<file path="config.mk">
export PLATFORM = sky130hd
export DESIGN_NAME = instruction_fetch
export DESIGN_NICKNAME = d
export VERILOG_FILES = /design/src/rtl/instruction_fetch_pkg.sv /design/src/rtl/instruction_fetch_return_stack.sv /design/src/rtl/instruction_fetch.sv
export SDC_FILE = /design/constraint.sdc
export NUM_CORES = 1
export LEC_CHECK = 0
export BUFFER_PORTS_ARGS = -buffer_cell sky130_fd_sc_hd__buf_2
export CORE_ASPECT_RATIO = 1.1
export CORE_UTILIZATION = 39
export CTS_CLUSTER_DIAMETER = 40
export DETAILED_ROUTE_END_ITERATION = 16
export GPL_ROUTABILITY_DRIVEN = 0
export PLACE_DENSITY = 0.63
export SYNTH_ARGS = -nofsm -noshare
export SYNTH_HDL_FRONTEND = slang
export SYNTH_SLANG_ARGS = --single-unit
</file>
<file path="constraint.sdc">
create_clock -name clock -period 3.3 [get_ports clock]
set_input_delay 0 -clock clock [delete_from_list [all_inputs] [get_ports clock]]
set_output_delay 0 -clock clock [all_outputs]
set_load 0.02 [all_outputs]
</file>
<file path="src/rtl/instruction_fetch_pkg.sv">
// Shared fetch definitions: width defaults, reset vector, FSM encodings.
// Consumed by instruction_fetch and its return stack (FETCH_RETURN_STACK_EN).
package instruction_fetch_pkg;

    localparam int ADDR_WIDTH_DEF   = 16;
    localparam int DATA_WIDTH_DEF   = 16;
    localparam int RESET_VECTOR_DEF = 0;
    localparam int RAS_DEPTH_DEF    = 4;

    typedef enum logic {
        FETCH_RUN    = 1'b0,
        FETCH_HALTED = 1'b1
    } fetch_state_e;

endpackage

</file>
<file path="src/rtl/instruction_fetch_return_stack.sv">
// Circular return-address stack; a push when full overwrites the oldest entry.
// Only built when FETCH_RETURN_STACK_EN is defined.
`ifdef FETCH_RETURN_STACK_EN
module instruction_fetch_return_stack #(
    parameter int DEPTH = 4,
    parameter int WIDTH = 16
) (
    input  logic             clock,
    input  logic             reset,
    input  logic             push,
    input  logic             pop,
    input  logic [WIDTH-1:0] push_data,
    output logic [WIDTH-1:0] pop_data,
    output logic             empty
);

    localparam int PW = (DEPTH > 1) ? $clog2(DEPTH) : 1;
    localparam int CW = $clog2(DEPTH + 1);

    logic [WIDTH-1:0] r_mem [DEPTH];
    logic [PW-1:0]    r_top;
    logic [CW-1:0]    r_count;
    logic [PW-1:0]    w_top_next;
    logic [PW-1:0]    w_top_prev;
    logic             w_full;

    assign w_top_next = (r_top == PW'(DEPTH - 1)) ? '0 : r_top + PW'(1);
    assign w_top_prev = (r_top == '0) ? PW'(DEPTH - 1) : r_top - PW'(1);
    assign w_full     = (r_count == CW'(DEPTH));
    assign empty      = (r_count == '0);
    assign pop_data   = r_mem[w_top_prev];

    always_ff @(posedge clock or posedge reset) begin
        if (reset) begin
            r_top   <= '0;
            r_count <= '0;
        end else if (push) begin
            r_top <= w_top_next;
            if (!w_full) r_count <= r_count + CW'(1);
        end else if (pop && !empty) begin
            r_top   <= w_top_prev;
            r_count <= r_count - CW'(1);
        end
    end

    always_ff @(posedge clock) begin
        if (push) r_mem[r_top] <= push_data;
    end

endmodule
`endif

</file>
<file path="src/rtl/instruction_fetch.sv">
// PC sequencer with 1-entry skid over a 1-cycle memory, redirect and halt.
// FETCH_RETURN_STACK_EN adds call/ret ports backed by a return stack.
module instruction_fetch
    import instruction_fetch_pkg::*;
#(
    parameter int ADDR_WIDTH = ADDR_WIDTH_DEF,
    parameter int DATA_WIDTH = DATA_WIDTH_DEF,
    parameter logic [ADDR_WIDTH-1:0] RESET_VECTOR = ADDR_WIDTH'(RESET_VECTOR_DEF),
    parameter int RAS_DEPTH  = RAS_DEPTH_DEF
) (
    input  logic                  clock,
    input  logic                  reset,
    output logic [ADDR_WIDTH-1:0] program_counter,
    input  logic [DATA_WIDTH-1:0] mem_instruction,
    output logic                  out_valid,
    input  logic                  out_ready,
    output logic [DATA_WIDTH-1:0] out_instruction,
    output logic [ADDR_WIDTH-1:0] out_pc,
    input  logic                  redirect_valid,
    input  logic [ADDR_WIDTH-1:0] redirect_target,
`ifdef FETCH_RETURN_STACK_EN
    input  logic                  call_valid,
    input  logic [ADDR_WIDTH-1:0] call_target,
    input  logic                  ret_valid,
    output logic                  ras_underflow,
`endif
    input  logic                  halt_req,
    output logic                  halted
);

    logic [ADDR_WIDTH-1:0] r_pc;
    logic [ADDR_WIDTH-1:0] r_resp_pc;
    logic                  r_resp_valid;
    logic [ADDR_WIDTH-1:0] r_skid_pc;
    logic [DATA_WIDTH-1:0] r_skid_instr;
    logic                  r_skid_valid;
    fetch_state_e          r_state;
    fetch_state_e          w_state_next;
    logic                  w_redirect;
    logic [ADDR_WIDTH-1:0] w_target;
    logic                  w_issue;

`ifdef FETCH_RETURN_STACK_EN
    logic                  w_call;
    logic                  w_ret;
    logic                  w_ras_empty;
    logic [ADDR_WIDTH-1:0] w_ras_top;
    logic                  r_ras_underflow;

    assign w_call = call_valid & ~redirect_valid;
    assign w_ret  = ret_valid & ~redirect_valid & ~call_valid;

    instruction_fetch_return_stack #(
        .DEPTH (RAS_DEPTH),
        .WIDTH (ADDR_WIDTH)
    ) u_ras (
        .clock     (clock),
        .reset     (reset),
        .push      (w_call),
        .pop       (w_ret),
        .push_data (out_pc + ADDR_WIDTH'(1)),
        .pop_data  (w_ras_top),
        .empty     (w_ras_empty)
    );

    assign w_redirect = redirect_valid | call_valid | ret_valid;
    assign w_target   = redirect_valid ? redirect_target :
                        call_valid     ? call_target     :
                        w_ras_empty    ? RESET_VECTOR    : w_ras_top;

    always_ff @(posedge clock or posedge reset) begin
        if (reset) r_ras_underflow <= 1'b0;
        else       r_ras_underflow <= w_ret & w_ras_empty;
    end

    assign ras_underflow = r_ras_underflow;
`else
    assign w_redirect = redirect_valid;
    assign w_target   = redirect_target;
`endif

    // A held response or a full skid blocks the next request.
    assign w_issue = (r_state == FETCH_RUN) & ~r_skid_valid
                   & ~(r_resp_valid & ~out_ready) & ~w_redirect;

    always_comb begin
        w_state_next = r_state;
        case (r_state)
            FETCH_RUN:    if (halt_req && !w_redirect) w_state_next = FETCH_HALTED;
            FETCH_HALTED: if (w_redirect) w_state_next = FETCH_RUN;
            default:      w_state_next = FETCH_RUN;
        endcase
    end

    always_ff @(posedge clock or posedge reset) begin
        if (reset) begin
            r_state      <= FETCH_RUN;
            r_pc         <= RESET_VECTOR;
            r_resp_pc    <= RESET_VECTOR;
            r_resp_valid <= 1'b0;
            r_skid_pc    <= RESET_VECTOR;
            r_skid_instr <= '0;
            r_skid_valid <= 1'b0;
        end else begin
            r_state <= w_state_next;
            if (w_redirect) begin
                r_pc         <= w_target;
                r_resp_valid <= 1'b0;
                r_skid_valid <= 1'b0;
            end else begin
                r_resp_valid <= w_issue;
                if (w_issue) begin
                    r_resp_pc <= r_pc;
                    r_pc      <= r_pc + ADDR_WIDTH'(1);
                end
                // Memory data lives one cycle only, so a stalled response moves to the skid.
                if (r_skid_valid && out_ready) begin
                    r_skid_valid <= 1'b0;
                end else if (r_resp_valid && !out_ready && !r_skid_valid) begin
                    r_skid_valid <= 1'b1;
                    r_skid_pc    <= r_resp_pc;
                    r_skid_instr <= mem_instruction;
                end
            end
        end
    end

    assign program_counter = r_pc;
    assign out_valid       = r_skid_valid | r_resp_valid;
    assign out_instruction = r_skid_valid ? r_skid_instr : mem_instruction;
    assign out_pc          = r_skid_valid ? r_skid_pc : r_resp_pc;
    assign halted          = (r_state == FETCH_HALTED);

endmodule

</file>
# [After elaboration in Yosys (flattened, before gate mapping)]
# Index checks and enable logic that the tools add are counted.
[word_totals] rom_bits=0 mem_bits_rw=0 mem_count=0 register_bits=67 input_bits=37 latchBits=0
[op_classes] div=0 eq_ne=0 mux=11 order_cmp=0 n_reduce_logical=11 mul=0 addsub=1 bitwise_logic=11 n_shift=0
[ops] operator="$mux W16" n=4
[ops] operator="$add A16 B1 Y16 const B" n=1
[ops] operator="$mux W1" n=6
[ops] operator="$not A1 Y1" n=6
[ops] operator="$and A1 B1 Y1" n=4
[ops] operator="$logic_and A1 B1 Y1" n=4
[ops] operator="$logic_not A1 Y1" n=3
[ops] operator="$reduce_and A3 Y1" n=1
[ops] operator="$reduce_bool A3 Y1" n=1
[ops] operator="$pmux W1 S2" n=1
[ops] operator="$reduce_and A2 Y1" n=1
[ops] operator="$reduce_bool A2 Y1" n=1
[ops] operator="$or A1 B1 Y1" n=1

# [Longest topological paths before layout]
# Gate-level depths: netlist of run 1.
[logic_depth] word_depth=7 mapped_depth=6 mapped_depth_nobuf=5

# [Worst setup path after synthesis of run 1]
# Ideal clock, no wire load.
[synth_path] path_type="flip-flop to flip-flop" from="register r_pc[6] (netlist: program_counter[6])" to="register r_pc[13] (netlist: program_counter[13])" n_path_buf=1 setup_ps=82 setup_slack_ps=1488 arrival_time_ps=1730 stages_incl_launch_ff=6 t_required_ps=3218 path_cell_list="dfrtp_1 > buf_2 > nand3_1 > or3_4 > or4_1 > a31oi_1"
[synth_via] elab_chain_cells=3
[synth_rtl] element="start: declaration" line_no="instruction_fetch.sv:31" source="logic [ADDR_WIDTH-1:0] r_pc;"
[synth_rtl] element="start signal: assignment" line_no="instruction_fetch.sv:107" source="r_pc <= w_target;"
[synth_rtl] element="start signal: assignment" line_no="instruction_fetch.sv:114" source="r_pc <= r_pc + ADDR_WIDTH'(1);"
[synth_rtl] element="$add A16 B1 Y16" line_no="instruction_fetch.sv:114"
[synth_rtl] element="$mux W16" line_no="instruction_fetch.sv:112" source="if (w_issue) begin"
[synth_rtl] element="$mux W16" line_no="instruction_fetch.sv:106" source="if (w_redirect) begin"
# No other way between the ends. The select of a mux whose other input is x is not followed.
# A chain may end at the register's enable or synchronous reset.

# [Final worst setup path of run 1]
[layout_path] from="register r_skid_valid" to="register r_resp_pc[12]"
[layout_via] elab_chain_cells=5
[layout_rtl] element="start: declaration" line_no="instruction_fetch.sv:36" source="logic r_skid_valid;"
[layout_rtl] element="start signal: assignment" line_no="instruction_fetch.sv:103" source="r_skid_valid <= 1'b0;"
[layout_rtl] element="start signal: assignment" line_no="instruction_fetch.sv:109" source="r_skid_valid <= 1'b0;"
[layout_rtl] element="start signal: assignment" line_no="instruction_fetch.sv:118" source="r_skid_valid <= 1'b0;"
[layout_rtl] element="$not A1 Y1" line_no="instruction_fetch.sv:83" source="assign w_issue = (r_state == FETCH_RUN) & ~r_skid_valid"
[layout_rtl] element="$and A1 B1 Y1" line_no="instruction_fetch.sv:83"
[layout_rtl] element="$and A1 B1 Y1 (2 in series)" line_no="instruction_fetch.sv:84" source="& ~(r_resp_valid & ~out_ready) & ~w_redirect;"
[layout_rtl] element="$reduce_and A2 Y1 (no line)"
[layout_rtl] element="end signal: assignment" line_no="instruction_fetch.sv:113" source="r_resp_pc <= r_pc;"
[layout_rtl] element="end: declaration" line_no="instruction_fetch.sv:32" source="logic [ADDR_WIDTH-1:0] r_resp_pc;"
# No other way between the ends.

==> out/results.md, run 1 <==
| Quantity | Reported | Unit |
|---|---|---|
| Measured slew at the worst slew-check pin | 855 | ps |
| Lkg Pwr | 1.87 | nW |
| Simple-Gate Fraction of Synth Area | 10.7 | % |
| Warnings, synthesis | 0 | - |
| Port Buffers | 86 | - |
| Reg-to-reg startpoint | r_skid_valid | - |
| Critical Path Source Type | flip-flop | - |
| Area of the multi-input gates | 1470 | µm² |
| Number of instances in the synthesized netlist | 257 | - |
| Largest family of logic cells by synthesized area | multiplexers | - |
| Setup CP Type | reg2reg | - |
| Ports placed on the boundary | 87 | - |
| Synth Area in XOR/XNOR | 1.90 | % |
| Syn nets | 295 | - |
| Setup repair after global routing missed its margin | false | - |
| Number of synthesized flops with an enable pin | 0 | - |
| Remaining design rule violation count | 0 | - |
| Library cell contributing the largest single delay on the critical path | sky130_fd_sc_hd__dfrtp_2 | - |
| Setup TNS | 0 | ps |
| DR pass1 iterations | 4 | - |
| DRT iter0 DRCs | 100 | - |
| Summed instance area of the synthesized netlist | 3220 | µm² |
| Dominant synthesized flop cell | sky130_fd_sc_hd__dfrtp_1 | - |
| Kind of capture point of the worst setup path | flip-flop | - |
| Leading cell types in the layout, fill and taps excluded | sky130_fd_sc_hd__buf_2 (86), sky130_fd_sc_hd__mux2_2 (78), sky130_fd_sc_hd__dfrtp_1 (66) | - |
| CTS tree | done | - |
| Maximum frequency from static timing analysis | 0.425 | GHz |
| Total of flip-flops plus latches after synthesis | 67 | - |
| Largest stage delay, worst path | 710 | ps |
| Switching Share | 30.0 | % |
| Drt via density | 5.06 | - |
| Number of buffers between clock root and the deepest sink | 2 | - |
| Asr flop ratio synth | 100 | % |
| Largest net degree at the start of global routing | 39 | - |
| Share of post-route cells with drive strength above 1 | 49.6 | % |
| Number of diodes added for antenna fixing | 0 | - |
| Die outline width | 88.6 | µm |
| Internal | 1.77 | mW |
| Num rows | 34 | - |
| Start point of the worst min-delay path | redirect_valid | - |
| Antenna violations before repair | 0 | - |
| Final count of hold timing violations | 0 | - |
| Type of the worst min-delay path | in2reg | - |
| Die outline area | 8620 | µm² |
| Number of global-route vias before repair | 2417 | - |
| Layout Cell Area excl Fill | 4300 | µm² |
| All-layer global routing usage | 18.4 | % |
| Worst-skew pair later-pin latency | 340 | ps |
| Number of max-capacitance violations reported | 0 | - |
| Synth cell types | 34 | - |
| Fraction of power consumed by combinational cells | 25.5 | % |
| Outcome | complete, no violations | - |
| Global route overflow | 0 | - |
| Number of clock sinks seen by CTS | 67 | - |
| Die span in y | 97.3 | µm |
| Number of buffers added by the clock tree synthesis step | 9 | - |
| R2R cell count | 4 | - |
| DR WL/cell | 14.7 | µm |
| Minimum setup slack among reg-to-reg paths | 950 | ps |
| Share of synthesized area spent on multiplexers | 28.3 | % |
| Fillcell total | 727 | - |
| Seq/Total Area, Yosys | 52.1 | % |
| Synth Area in Compound Gates | 4.28 | % |
| Worst Skew | 8.59 | ps |
| Post-layout minimum cycle time | 2350 | ps |
| Core Area | 7960 | µm² |
| Maximum level of the CTS H-tree | 3 | - |
| Terminating pin of the worst hold path | program_counter[3] | - |
| CTS root buffer | sky130_fd_sc_hd__clkbuf_8 | - |
| Endpoint of the lowest-slack register-to-register path | r_resp_pc[12] | - |
| Adder-Cell Fraction of Synth Area | 0.389 | % |
| Most common cell after layout, fill and taps aside | sky130_fd_sc_hd__buf_2 | - |
| Final setup violation count | 0 | - |
| Synth-to-layout area growth | 33.5 | % |
| Wire length of the first global-routing pass | 11.8 | mm |
| Hold-critical path depth | 3 | - |
| Placed cell area | 3740 | µm² |
| Clock network fraction of design power | 27.5 | % |
| Required time of the worst setup path | 3520 | ps |
| Mean cell area of the mapped netlist | 12.5 | µm² |
| CTS clock-pin slew for the worst setup and hold paths | 80 | ps |
| Worst-path maximum fanout | 36 | - |
| Top cell type's share of synthesized area | 52.1 | % |
| Biggest area consumer among synthesized cells | sky130_fd_sc_hd__dfrtp_1 | - |
| Postcts setup bufs | 0 | - |
| Share of total power in sequential cells | 47.0 | % |
| First element of the critical path | r_skid_valid | - |
| Crit path cell chain | nor2_4, nand2_1, nor2_2, mux2_2 | - |
| Total length of routed wires | 7.22 | mm |
| Storage cell area | 1680 | µm² |
| Arr. time, crit path | 2570 | ps |
| Remaining number of nets flagged by the antenna check after routing | 0 | - |
| Sum of net half-perimeters after detailed placement | 4.76 | mm |
| Total power divided by cell area | 588 | nW/µm² |
| Number of pins exceeding their max-slew limit in the final report | 0 | - |
| Main area contributors after synthesis | sky130_fd_sc_hd__dfrtp_1 (52%), sky130_fd_sc_hd__mux2_2 (27%), sky130_fd_sc_hd__o21ai_0 (1.9%) | - |
| Net load switching power | 757 | µW |
| Via count | 2486 | - |
| Final period utilization | 71.3 | % |
| Max-slew headroom | 43.0 | % |
| Final net count | 416 | - |
| Initial core utilization | 40.5 | % |
| Max VDD drop | 0.239 | mV |
metal layers:
metal	vias up	part of all wire, %	track usage (%)	wire length [µm]
li1	1178	-	-	-
met1	1218	45	23.6	3260
met2	70	48	28.1	3440
met3	20	4.1	3.40	293
met4	0	3.3	11.4	236
met5	-	0	0	0
timing repair:
action	CTS	global route
endpoints found under the hold margin	71	0
resized for setup	0	0
hold buffers	35	0
registers in the layout, indices dropped and copies added (netlist names):
register / count
r_skid_valid: 1
r_resp_valid: 1
r_skid_pc: 16
program_counter: 16
halted: 1
r_skid_instr: 16
r_resp_pc: 16
power by group through the flow:
stage / clock network, mW / logic [mW] / registers [mW]
2_1_floorplan: 0 / 0.451 / 1.17
3_3_place_gp: 0 / 0.609 / 1.20
3_5_place_dp: 0 / 0.619 / 1.20
4_1_cts: 0.712 / 0.654 / 1.19
5_1_grt: 0.751 / 0.703 / 1.22
6_report: 0.696 / 0.644 / 1.19
how the worst max path moves through the flow:
stage | endpoint | slack, ps | depth (start not counted)
floorplan | program_counter[13] | 1490 | 5
CTS | r_resp_pc[4] | 910 | 4
detailed placement | r_resp_pc[12] | 930 | 4
global route | r_resp_pc[0] | 740 | 4
finish | r_resp_pc[12] | 950 | 4
global placement | r_resp_pc[14] | 960 | 4
cell type report:
cell class | instances | share of cell area (%)
clock inverters | 4 | 1.14
well taps | 108 | 3.14
repair buffers | 123 | 18.5
flip-flops and latches | 67 | 39.0
clock buffers | 12 | 3.61
inverters | 3 | 0.262
multi-input cells | 174 | 34.3
synth_stat cells (2+ instances only):
cell	number
sky130_fd_sc_hd__xnor2_1	2
sky130_fd_sc_hd__o31ai_1	3
sky130_fd_sc_hd__nand4_1	7
sky130_fd_sc_hd__inv_1	3
sky130_fd_sc_hd__nor2_1	10
sky130_fd_sc_hd__or3_4	2
sky130_fd_sc_hd__dfrtp_1	67
sky130_fd_sc_hd__clkbuf_1	6
sky130_fd_sc_hd__and2_1	2
sky130_fd_sc_hd__or4_1	3
sky130_fd_sc_hd__mux2_1	2
sky130_fd_sc_hd__xor2_1	5
sky130_fd_sc_hd__or3_1	5
sky130_fd_sc_hd__a31oi_1	8
sky130_fd_sc_hd__nor4_1	2
sky130_fd_sc_hd__o21ai_0	12
sky130_fd_sc_hd__nand3_1	8
sky130_fd_sc_hd__buf_2	6
sky130_fd_sc_hd__mux2_2	78
sky130_fd_sc_hd__nand2_1	12
cells by family (layout without fill, tap and decap cells):
group / after synthesis / in the layout
mux: 81 / 81
flops: 67 / 67
simple gates: 61 / 61
compound gates: 24 / 24
buf+inv: 16 / 142
xor+xnor: 7 / 7
fa+ha+maj: 1 / 1
per-stage QoR:
stage / instances / power, mW / setup WS, ps / hold slack, ps / utilization (%)
floorplan: 257 / 1.62 / 1490 / 69.8 / -
global placement: 440 / 1.80 / 956 / 200 / 47.1
detailed placement: 440 / 1.82 / 928 / 206 / 47.1
CTS: 491 / 2.55 / 912 / 61.4 / 54.0
global route: 491 / 2.67 / 736 / 109 / 54.0
finish: 491 / 2.53 / 948 / 70.3 / 54.0
critical path, delay by kind of cell (launching register included):
kind             cells  cell delay [ps]
and+or+nand+nor      3             1100
DFF                  1              710
muxes                1              410
(Power assumes the default switching activity.)
==> inputs of run 2 (changes only) <==
- PLACE_DENSITY: 0.63 -> 0.66
- clock period: 3.3 -> 2.1 ns (I/O delays scaled with it)
==> run 2 against run 1 <==
Net effect: die area unchanged; design area is 0.26% higher; sequential share of layout area fell by 0.10 points.
==> out/results.md, run 2 (synthesized netlist as in run 1, its figures left out) <==
| Quantity | Reported | Unit |
|---|---|---|
| Antenna violations before repair | 0 | - |
| Layout Cell Area excl Fill | 4310 | µm² |
| Wire length of the first global-routing pass | 12.1 | mm |
| Worst-skew pair later-pin latency | 330 | ps |
| Placement Setup Slack | 260 | ps |
| Outcome | complete, no violations | - |
| Worst-case setup margin in the final layout | 261 | ps |
| Arr. time, crit path | 2090 | ps |
| DRT iter0 DRCs | 76 | - |
| Number of pins exceeding their max-slew limit in the final report | 0 | - |
| CTS clock-pin slew for the worst setup and hold paths | 70 | ps |
| Library cell contributing the largest single delay on the critical path | sky130_fd_sc_hd__or4_4 | - |
| Postcts setup bufs | 0 | - |
| Placed cell area | 3790 | µm² |
| Measured slew at the worst slew-check pin | 479 | ps |
| Hold-critical path depth | 2 | - |
| Max VDD drop | 0.455 | mV |
| Start point of the worst min-delay path | redirect_valid | - |
| Storage cell area | 1680 | µm² |
| Num rows | 34 | - |
| Total power divided by cell area | 886 | nW/µm² |
| R2R cell count | 4 | - |
| Maximum level of the CTS H-tree | 3 | - |
| Die outline area | 8620 | µm² |
| Synth-to-layout area growth | 33.9 | % |
| Fillcell total | 728 | - |
| DR WL/cell | 14.9 | µm |
| Global route overflow | 0 | - |
| Reg-to-reg startpoint | program_counter[4] | - |
| Number of buffers added by the clock tree synthesis step | 9 | - |
| Remaining number of nets flagged by the antenna check after routing | 0 | - |
| Die span in y | 97.3 | µm |
| Critical Path Source Type | flip-flop | - |
| Hold buffers post-CTS | 35 | - |
| Number of diodes added for antenna fixing | 0 | - |
| Final period utilization | 87.6 | % |
| Final net count | 419 | - |
| Number of resized instances in the post-cts repair step | 0 | - |
| Type of the worst min-delay path | in2reg | - |
| Drt via density | 5.01 | - |
| Setup repair after global routing missed its margin | false | - |
| Final count of hold timing violations | 0 | - |
| Maximum frequency from static timing analysis | 0.544 | GHz |
| Final setup violation count | 0 | - |
| All-layer global routing usage | 18.6 | % |
| Remaining design rule violation count | 0 | - |
| Via count | 2470 | - |
| Ports placed on the boundary | 87 | - |
| CTS root buffer | sky130_fd_sc_hd__clkbuf_8 | - |
| Worst-path maximum fanout | 7 | - |
| CTS tree | done | - |
| Setup CP Type | reg2reg | - |
| Crit path cell chain | nand2_1, or4_4, or3_1, a31oi_1 | - |
| Max-slew headroom | 68.0 | % |
| Kind of capture point of the worst setup path | flip-flop | - |
| Die outline width | 88.6 | µm |
| Port Buffers | 86 | - |
| Largest stage delay, worst path | 560 | ps |
| Core Area | 7960 | µm² |
| Number of global-route vias before repair | 2404 | - |
| Number of buffers between clock root and the deepest sink | 2 | - |
| Worst hold slack | 67.8 | ps |
| Leading cell types in the layout, fill and taps excluded | sky130_fd_sc_hd__buf_2 (86), sky130_fd_sc_hd__mux2_2 (78), sky130_fd_sc_hd__dfrtp_1 (66) | - |
| Sum of net half-perimeters after detailed placement | 4.70 | mm |
| DR pass1 iterations | 4 | - |
| Number of clock sinks seen by CTS | 67 | - |
| Lkg Pwr | 1.88 | nW |
| Worst Skew | 7.19 | ps |
| Largest net degree at the start of global routing | 68 | - |
| Most common cell after layout, fill and taps aside | sky130_fd_sc_hd__buf_2 | - |
| Post-layout minimum cycle time | 1840 | ps |
| Initial core utilization | 40.5 | % |
| Area of the multi-input gates | 1470 | µm² |
| Required time of the worst setup path | 2350 | ps |
| Share of post-route cells with drive strength above 1 | 50.1 | % |
| Number of max-capacitance violations reported | 0 | - |
| Total length of routed wires | 7.33 | mm |
| Setup TNS | 0 | ps |
| First element of the critical path | program_counter[4] | - |
-- run 2: cell types whose count changed in the layout (fill, tap and decap cells not counted), sizes merged --
cell,before,now
buf,88,91
clkbuf,12,10
bufinv,1,0
clkinvlp,0,2
-- run 2: path summary, 6_finish.rpt --
check	end	slack (ps)
worst min-delay path	halted	70
worst max register to register	program_counter[15]	260
max in group asynchronous	r_skid_valid	1510
worst max-delay path	program_counter[15]	260
worst min register to register	r_skid_pc[7]	500
min in group asynchronous	r_skid_instr[6]	280
-- run 2: layer usage --
layer	vias up	global-route usage (%)	share of wire (%)
li1	1178	-	-
met2	74	28.2	48
met4	0	8.93	2.8
met3	17	3.31	3.7
met5	-	0	0
met1	1201	25.6	46
-- run 2: final cells by class --
| type | count | share of cell area, % |
|---|---|---|
| Timing Repair Buffer | 126 | 19.6 |
| Clock buffer | 10 | 3.19 |
| Inverter | 3 | 0.261 |
| Multi-Input combinational cell | 174 | 34.2 |
| Clock inverter | 5 | 0.697 |
| Tap cell | 108 | 3.14 |
| Sequential cell | 67 | 38.9 |
-- run 2: critical path, delay by kind of cell, from the launching register on --
family	cells	cell delay [ps]
AO/OA/AOI/OAI	1	180
flip-flops	1	520
AND/OR/NAND/NOR	3	1050
-- run 2: stage by stage --
stage / power (mW) / std cells / util (%)
global placement: 2.84 / 443 / 47.7
global route: 4.07 / 493 / 54.2
detailed placement: 2.87 / 443 / 47.7
floorplan: 2.55 / 257 / -
CTS: 3.87 / 493 / 54.2
finish: 3.82 / 493 / 54.2
-- run 2: power by group --
part / internal, mW / total [mW] / switching [mW] / leakage [nW]
registers: 1.63 / 1.85 / 0.222 / 0.794
logic: 0.546 / 1.03 / 0.488 / 0.997
clock network: 0.447 / 0.928 / 0.481 / 0.0839
total: 2.63 / 3.82 / 1.19 / 1.88
